<file path="src/rtl/mdu32.sv">
// Iterative 32-bit multiply/divide unit for the MIPS EX stage.
// Shift-add multiply and restoring divide share one 64-bit accumulator; HI/LO change only on FIX exit or MT ops.
module mdu32 (
    input  logic        clk,
    input  logic        rst_n,
    input  logic        start,
    input  logic [2:0]  op,
    input  logic [31:0] a,
    input  logic [31:0] b,
    input  logic        flush,
    output logic        busy,
    output logic        done,
    output logic [31:0] hi,
    output logic [31:0] lo
);

    localparam logic [1:0] ST_IDLE = 2'd0;
    localparam logic [1:0] ST_CALC = 2'd1;
    localparam logic [1:0] ST_FIX  = 2'd2;

    localparam logic [2:0] OP_MULTU = 3'b000;
    localparam logic [2:0] OP_MULT  = 3'b001;
    localparam logic [2:0] OP_DIVU  = 3'b010;
    localparam logic [2:0] OP_DIV   = 3'b011;
    localparam logic [2:0] OP_MTHI  = 3'b100;
    localparam logic [2:0] OP_MTLO  = 3'b101;

    logic [1:0]  state;
    logic [4:0]  count;
    logic        is_div;
    logic        neg_q;     // product or quotient sign
    logic        neg_r;     // remainder sign
    logic        div_zero;
    logic [31:0] opnd;      // multiplicand or divisor magnitude
    logic [31:0] a_save;
    logic [63:0] acc;

    logic        is_signed;
    logic [31:0] abs_a;
    logic [31:0] abs_b;
    logic [32:0] mul_sum;
    logic [32:0] div_diff;
    logic [63:0] acc_step;
    logic [63:0] product;
    logic [31:0] quot_fixed;
    logic [31:0] rem_fixed;

    assign busy      = (state != ST_IDLE);
    assign is_signed = op[0];
    assign abs_a     = (is_signed && a[31]) ? (32'd0 - a) : a;
    assign abs_b     = (is_signed && b[31]) ? (32'd0 - b) : b;

    // Multiply: acc = {partial, multiplier}, add on LSB then shift right.
    // Divide:   acc = {remainder, dividend/quotient}, trial-subtract on the shifted remainder.
    always_comb begin
        // NOTE: every combinational output gets a default first so no latch is inferred.
        acc_step = acc;
        mul_sum  = {1'b0, acc[63:32]} + (acc[0] ? {1'b0, opnd} : 33'd0);
        div_diff = acc[63:31] - {1'b0, opnd};
        if (is_div) begin
            if (div_diff[32])
                acc_step = {acc[62:0], 1'b0};
            else
                acc_step = {div_diff[31:0], acc[30:0], 1'b1};
        end else begin
            acc_step = {mul_sum, acc[31:1]};
        end
    end

    always_comb begin
        product    = neg_q ? (64'd0 - acc) : acc;
        quot_fixed = neg_q ? (32'd0 - acc[31:0]) : acc[31:0];
        rem_fixed  = neg_r ? (32'd0 - acc[63:32]) : acc[63:32];
    end

    // NOTE: sequential state uses non-blocking assignments so every register samples pre-edge values.
    always_ff @(posedge clk or negedge rst_n) begin
        if (!rst_n) begin
            state    <= ST_IDLE;
            count    <= 5'd0;
            done     <= 1'b0;
            hi       <= 32'd0;
            lo       <= 32'd0;
            is_div   <= 1'b0;
            neg_q    <= 1'b0;
            neg_r    <= 1'b0;
            div_zero <= 1'b0;
            opnd     <= 32'd0;
            a_save   <= 32'd0;
            acc      <= 64'd0;
        end else begin
            done <= 1'b0;
            case (state)
                ST_IDLE: begin
                    if (start && !flush) begin
                        case (op)
                            OP_MTHI: hi <= a;
                            OP_MTLO: lo <= a;
                            OP_MULTU, OP_MULT: begin
                                state  <= ST_CALC;
                                count  <= 5'd0;
                                is_div <= 1'b0;
                                neg_q  <= is_signed & (a[31] ^ b[31]);
                                neg_r  <= 1'b0;
                                opnd   <= abs_a;
                                acc    <= {32'd0, abs_b};
                            end
                            OP_DIVU, OP_DIV: begin
                                state    <= ST_CALC;
                                count    <= 5'd0;
                                is_div   <= 1'b1;
                                neg_q    <= is_signed & (a[31] ^ b[31]);
                                neg_r    <= is_signed & a[31];
                                div_zero <= (b == 32'd0);
                                a_save   <= a;
                                opnd     <= abs_b;
                                acc      <= {32'd0, abs_a};
                            end
                            default: ;
                        endcase
                    end
                end
                ST_CALC: begin
                    if (flush) begin
                        state <= ST_IDLE;
                    end else begin
                        acc   <= acc_step;
                        count <= count + 5'd1;
                        if (count == 5'd31)
                            state <= ST_FIX;
                    end
                end
                ST_FIX: begin
                    state <= ST_IDLE;
                    if (!flush) begin
                        done <= 1'b1;
                        if (!is_div) begin
                            hi <= product[63:32];
                            lo <= product[31:0];
                        end else if (div_zero) begin
                            hi <= a_save;
                            lo <= 32'hFFFF_FFFF;
                        end else begin
                            hi <= rem_fixed;
                            lo <= quot_fixed;
                        end
                    end
                end
                default: state <= ST_IDLE;
            endcase
        end
    end

endmodule

</file>
<file path="config.mk">
export PLATFORM = sky130hd
export DESIGN_NAME = mdu32
export DESIGN_NICKNAME = d
export VERILOG_FILES = /design/src/rtl/mdu32.sv
export SDC_FILE = /design/constraint.sdc
export NUM_CORES = 1
export LEC_CHECK = 0
export ABC_AREA = 1
export CAP_MARGIN = 25
export CORE_UTILIZATION = 36
export CTS_CLUSTER_SIZE = 16
export DETAILED_ROUTE_END_ITERATION = 10
export HOLD_SLACK_MARGIN = 0.15
export PLACE_DENSITY = 0.58
export SLEW_MARGIN = 20
export SYNTH_ARGS = -nofsm -noshare
export SYNTH_HDL_FRONTEND = slang
export SYNTH_SLANG_ARGS = --single-unit
</file>
<file path="constraint.sdc">
create_clock -name clk -period 3.7 [get_ports clk]
set_input_delay 0.555 -clock clk [delete_from_list [all_inputs] [get_ports clk]]
set_output_delay 0.555 -clock clk [all_outputs]
set_load 0.01 [all_outputs]
</file>
==> qor.yml, run 1 <==
htreeDepth: 1
hold_depth: 2
dieArea_mm2: 0.0579
grt-ovfl-total: 0
slew_violations: 0
required_ns: 4.17
drive_above_1_share: 0.0445
numCtsBuffers: 28
ys_warn_count: 0
crit_path_end_kind: "flip-flop"
setup_viol: 0
clk_latency_ns: 0.62
post_cts_buffers: 0
nets: 3806
vias_per_cell: 5.46
num_vias: 24300
yosysUniqueCellTypes: 46
drc_errors: 0
cts.repair.resized: 0
cts_sinks: 204
timing.fmax_mhz: 327
fin_ws_ns: 0.645
synth-seq-area-share: 0.249
start_util: 0.364
p_per_area_mw_per_mm2: 690
dp_slack_ns: 0.700
synth-main-ff-cell: "dfrtp_1"
final_area_mm2: 0.0238
fp.dieH_um: 241
synth-edff-count: 0
portBuffers: 136
synth_cells: 3574
slew_headroom: 0.369
die_width_um: 241
drt-total-wl_um: 95200
cts_tree: "built"
p_leak_nw: 12.2
postPlaceCellArea_mm2: 0.0227
std_cell_rows: 87
tightestPinTransition_ns: 0.946
hold_violations: 0
antenna_found_initial: 3
final_common_cell: "nand2_1"
grt_pass1_vias: 22400
final.setup.tns_ns: 0
ant_nets: 0
io_pins: 137
avgSynthCellArea_um2: 5.73
ys_seq_elements: 204
fin_skew_ns: 0.0401
num_antenna_cells: 0
crit_type: "flip-flop to flip-flop"
grt_setup_unrepaired: "false"
cp_max_fo: 34
root_buffer: "clkbuf_16"
cts_max_path_buffers: 3
final_cell_mix: "1093 x nand2_1, 546 x nor2_1, 441 x inv_1"
drt-initial-drc-count: 2738
r2r_cells: 15
cp_data_arrival_time_ns: 3.53
min_to: "hi[3]"
peakVddDrop_uv: 386
syn2layout_area_growth_pct: 16.1
r2r_end: "acc[46]"
grt_pass1_wl_um: 141000
period_share: 0.826
max_cap_viol_count: 0
status: "finished clean"
synth_area_mm2: 0.0205
firstDrtPassIters: 6
holdCritPathClass: "flip-flop to flip-flop"
place_hpwl_um: 76300
drt-wirelength-per-cell_um: 21.4
grt_usage: 0.327
post-route-min-period_ns: 3.06
start_kind: "flip-flop"
coreArea_mm2: 0.0563
reg2reg_slack_ns: 0.64
gp_congestion: 1.03
r2r_start: "acc[0]"
synth_nets: 3717
min_from: "hi[3]"
synthArstFlopShare: 1.00
timing.hold.ws_ns: 0.485
grt_max_degree: 97
clk_pin_slew_ns: 0.06
==> sequential cells by signal, indices dropped and copies added (netlist names), 2 cells and up <==
register  flops
acc          64
a_save       32
hi           32
lo           32
opnd         32
count         5
state         2
==> worst max-delay path by stage <==
| stage | endpoint | cells after the start | startpoint | slack (ns) |
|---|---|---|---|---|
| final | acc[46] | 15 | acc[0] | 0.64 |
| after global placement | opnd[7] | 8 | flush | 0.67 |
| after floorplan | acc[59] | 19 | acc[0] | 1.15 |
| after CTS | acc[57] | 17 | acc[31] | 0.68 |
| after detailed placement | opnd[7] | 8 | flush | 0.70 |
| after global routing | acc[57] | 17 | acc[31] | 0.37 |
==> metal layers <==
metal / GRT usage / up-vias / wire, um / share of wire
li1: - / 11600 / - / -
met5: 0 / - / 38 / 0.00040
met4: 0.170 / 6 / 5870 / 0.062
met1: 0.452 / 11200 / 40700 / 0.43
met2: 0.491 / 1193 / 40000 / 0.42
met3: 0.0512 / 243 / 8550 / 0.090
==> cell type report <==
class                           count  area (um2)
Sequential cell                   204        5110
Inverter                          448        1680
Multi-Input combinational cell   2783       13100
Clock buffer                       36         791
Fill cell                        6275       32500
Timing Repair Buffer              198        1870
Tap cell                          756         946
Clock inverter                     16         253
==> metrics by stage <==
stage / power [mW] / utilization / instances
floorplan: 9.64 / - / 3574
global route: 17.6 / 0.423 / 4441
global placement: 13.1 / 0.404 / 4388
CTS: 16.2 / 0.423 / 4441
finish: 16.4 / 0.423 / 4441
detailed placement: 13.1 / 0.404 / 4388
==> synth_stat cells, types with 24 or more instances <==
cell      count  share of area
nand2_1    1095           0.20
o21ai_0     233          0.057
o211ai_1     24         0.0088
inv_1       442          0.081
nand4_1      46          0.014
nor3_1       32         0.0078
dfrtp_1     204           0.25
ha_1         70          0.043
nand3_1     316          0.077
nor2_1      548           0.10
xor2_1       63          0.027
a21oi_1     201          0.049
clkbuf_1    100          0.018
==> where the power goes <==
group          internal [mW]  total (mW)  switching [mW]
clock network           1.87        3.08            1.21
logic                   3.13        9.72            6.58
registers               2.85        3.62           0.765
==> repair_timing <==
action                                  in CTS  in global routing
hold buffers                                 1                  0
endpoints found under the hold margin       93                  0
endpoints found under the setup margin       0                  0
==> cell families (layout without fill, tap and decap cells) <==
logic type | count (synthesis) | after routing | synth area share
fa+ha+maj | 72 | 72 | 0.0447
buf+inv | 587 | 698 | 0.110
flops | 204 | 204 | 0.249
simple gates | 2090 | 2090 | 0.419
compound gates | 546 | 546 | 0.144
xor+xnor | 75 | 75 | 0.0321
==> critical path: stages (launching register included) <==
cell and delay (ns):
dfrtp_1 0.34, buf_4 0.41, nand2_1 0.12, inv_1 0.16, ha_1 0.30, nand2_1 0.16
inv_1 0.05, a21oi_1 0.31, nand2_1 0.13, nand2_1 0.07, nand2_1 0.17, xor2_1 0.21
o21ai_0 0.24, inv_1 0.08, nand2_1 0.08, nand2_1 0.05
Power figures use the tool's default switching activity.
==> inputs of run 2 (changes only) <==
==> constraint.sdc (replaced) <==
create_clock -name clk -period 3.2 [get_ports clk]
set_input_delay 0.48 -clock clk [delete_from_list [all_inputs] [get_ports clk]]
set_output_delay 0.48 -clock clk [all_outputs]
set_load 0.01 [all_outputs]
==> run 2 against run 1 <==
Highest routed layer unchanged. Hold slack worse by 0.041 ns. Largest power group unchanged. Setup slack got worse by 0.36 ns. Count of clock-buffer cells in the layout stayed put. Via count shrank 0.25%. Clock power increased by 3%. Sequential share of layout area down 0.21 points. Power increased by 16%. Critical path depth is 1 higher. Cell count up 0.81%. Register-to-register slack worse by 0.36 ns.
==> qor.yml, run 2 (synthesis results as in run 1) <==
status: "finished clean"
max_cap_viol_count: 0
drt-wirelength-per-cell_um: 21.3
slew_violations: 0
start_util: 0.364
tightestPinTransition_ns: 0.946
die_width_um: 241
num_vias: 24200
start_kind: "flip-flop"
cpLargestDelayFamily: "simple AND/OR/NAND/NOR gates"
cp_slowest_cell: "fa_1"
ant_nets: 0
std_cell_rows: 87
final_common_cell: "nand2_1"
final_cell_mix: "1093 x nand2_1, 546 x nor2_1, 441 x inv_1"
grt_pass1_wl_um: 141000
switching_share: 0.528
timing.fmax_mhz: 343
dp_slack_ns: 0.222
largest_register_ffs: 64
grt_setup_unrepaired: "false"
peakVddDrop_uv: 406
post-route-min-period_ns: 2.91
cts_sinks: 204
drive_above_1_share: 0.0524
final.setup.tns_ns: 0
cts_max_path_buffers: 3
cts_tree: "built"
period_share: 0.910
cp_common_cell: "nand2_1"
firstDrtPassIters: 6
worst-path-buf-inv: 2
dp.cells: 4426
fin_skew_ns: 0.0284
setup_viol: 0
holdCritPathClass: "input port to asynchronous set/reset pin"
hold_violations: 0
grt_pass1_vias: 22200
seq_power_share: 0.219
combPwrFrac: 0.614
instances_no_fill: 4477
drt-total-wl_um: 95200
place_hpwl_um: 76900
clk_pin_slew_ns: 0.06
multi_input_area_mm2: 0.0131
grt-ovfl-total: 0
post_cts_buffers: 0
syn2layout_area_growth_pct: 17.3
r2r_end: "acc[55]"
grt_usage: 0.328
intPower_mw: 8.99
vias_per_cell: 5.41
slew_headroom: 0.369
portBuffers: 136
gp_congestion: 1.05
io_pins: 137
timing.hold.ws_ns: 0.444
antenna_found_initial: 2
dieArea_mm2: 0.0579
fin_ws_ns: 0.288
drc_errors: 0
cp_data_arrival_time_ns: 3.37
switchingPower_mw: 10.1
root_buffer: "clkbuf_16"
coreArea_mm2: 0.0563
crit_type: "flip-flop to flip-flop"
regArea_mm2: 0.00511
nFillCells: 6261
finalCoreUtilization: 0.427
p_leak_nw: 12.4
drt-initial-drc-count: 2850
p_per_area_mw_per_mm2: 793
cp_max_fo: 29
r2r_cells: 16
clk_latency_ns: 0.59
r2r_start: "acc[31]"
grt_max_degree: 93
nets: 3842
reg2reg_slack_ns: 0.29
crit_path_end_kind: "flip-flop"
required_ns: 3.66
worstPathCellList: "inv_1, ha_1, fa_1, nor2_1, o21ai_1, nand2_1, nand2_1, nand2_1, nand2_2, nand3_1, nand2_8, buf_4, nand2_1, nand3_1, nand2_1, nand2_1"
slowest_delay_ns: 0.46
fp.dieH_um: 241
numCtsBuffers: 26
max_flop_register: "acc"
p_clk_frac: 0.166
htreeDepth: 1
==> run 2: what timing repair did <==
action                                 in CTS  in global routing
resized for setup                           0                  2
hold buffers                                1                  0
setup endpoints to repair                   0                 12
endpoints found under the hold margin      56                  0
==> run 2: worst max path at each step <==
stage	slack [ns]	depth (start not counted)	startpoint	end
finish	0.29	16	acc[31]	acc[55]
global route	0.009	16	acc[31]	acc[55]
CTS	0.20	16	acc[31]	acc[55]
detailed placement	0.22	16	acc[31]	acc[55]
global placement	0.25	16	acc[31]	acc[55]
floorplan	0.65	19	acc[0]	acc[59]
==> run 2: layout make-up <==
type,count,area share
Antenna cell,2,0.000208
Clock buffer,36,0.0303
Inverter,448,0.0700
Clock inverter,12,0.00698
Timing Repair Buffer,236,0.0934
Tap cell,756,0.0394
Sequential cell,204,0.213
Multi-Input combinational cell,2783,0.547
==> run 2: metal layers <==
metal | share of wire | track usage | routed length [um]
met3 | 0.097 | 0.0634 | 9220
met5 | 0.00025 | 0 | 24
met1 | 0.43 | 0.459 | 41200
met4 | 0.059 | 0.172 | 5580
met2 | 0.41 | 0.476 | 39200
==> run 2: metrics by stage <==
stage / area [um2] / total power, mW
2_1_floorplan: 20500 / 11.1
4_1_cts: 24000 / 18.8
3_5_place_dp: 23100 / 15.5
5_1_grt: 24000 / 20.3
6_report: 24000 / 19.0
3_3_place_gp: 23100 / 15.6
==> run 2: power groups by stage <==
stage | combinational (mW) | clock (mW) | sequential [mW]
after floorplan | 7.17 | 0 | 3.97
after global placement | 11.4 | 0 | 4.18
after detailed placement | 11.4 | 0 | 4.17
after CTS | 11.4 | 3.20 | 4.14
after global routing | 12.8 | 3.28 | 4.23
final | 11.7 | 3.17 | 4.18
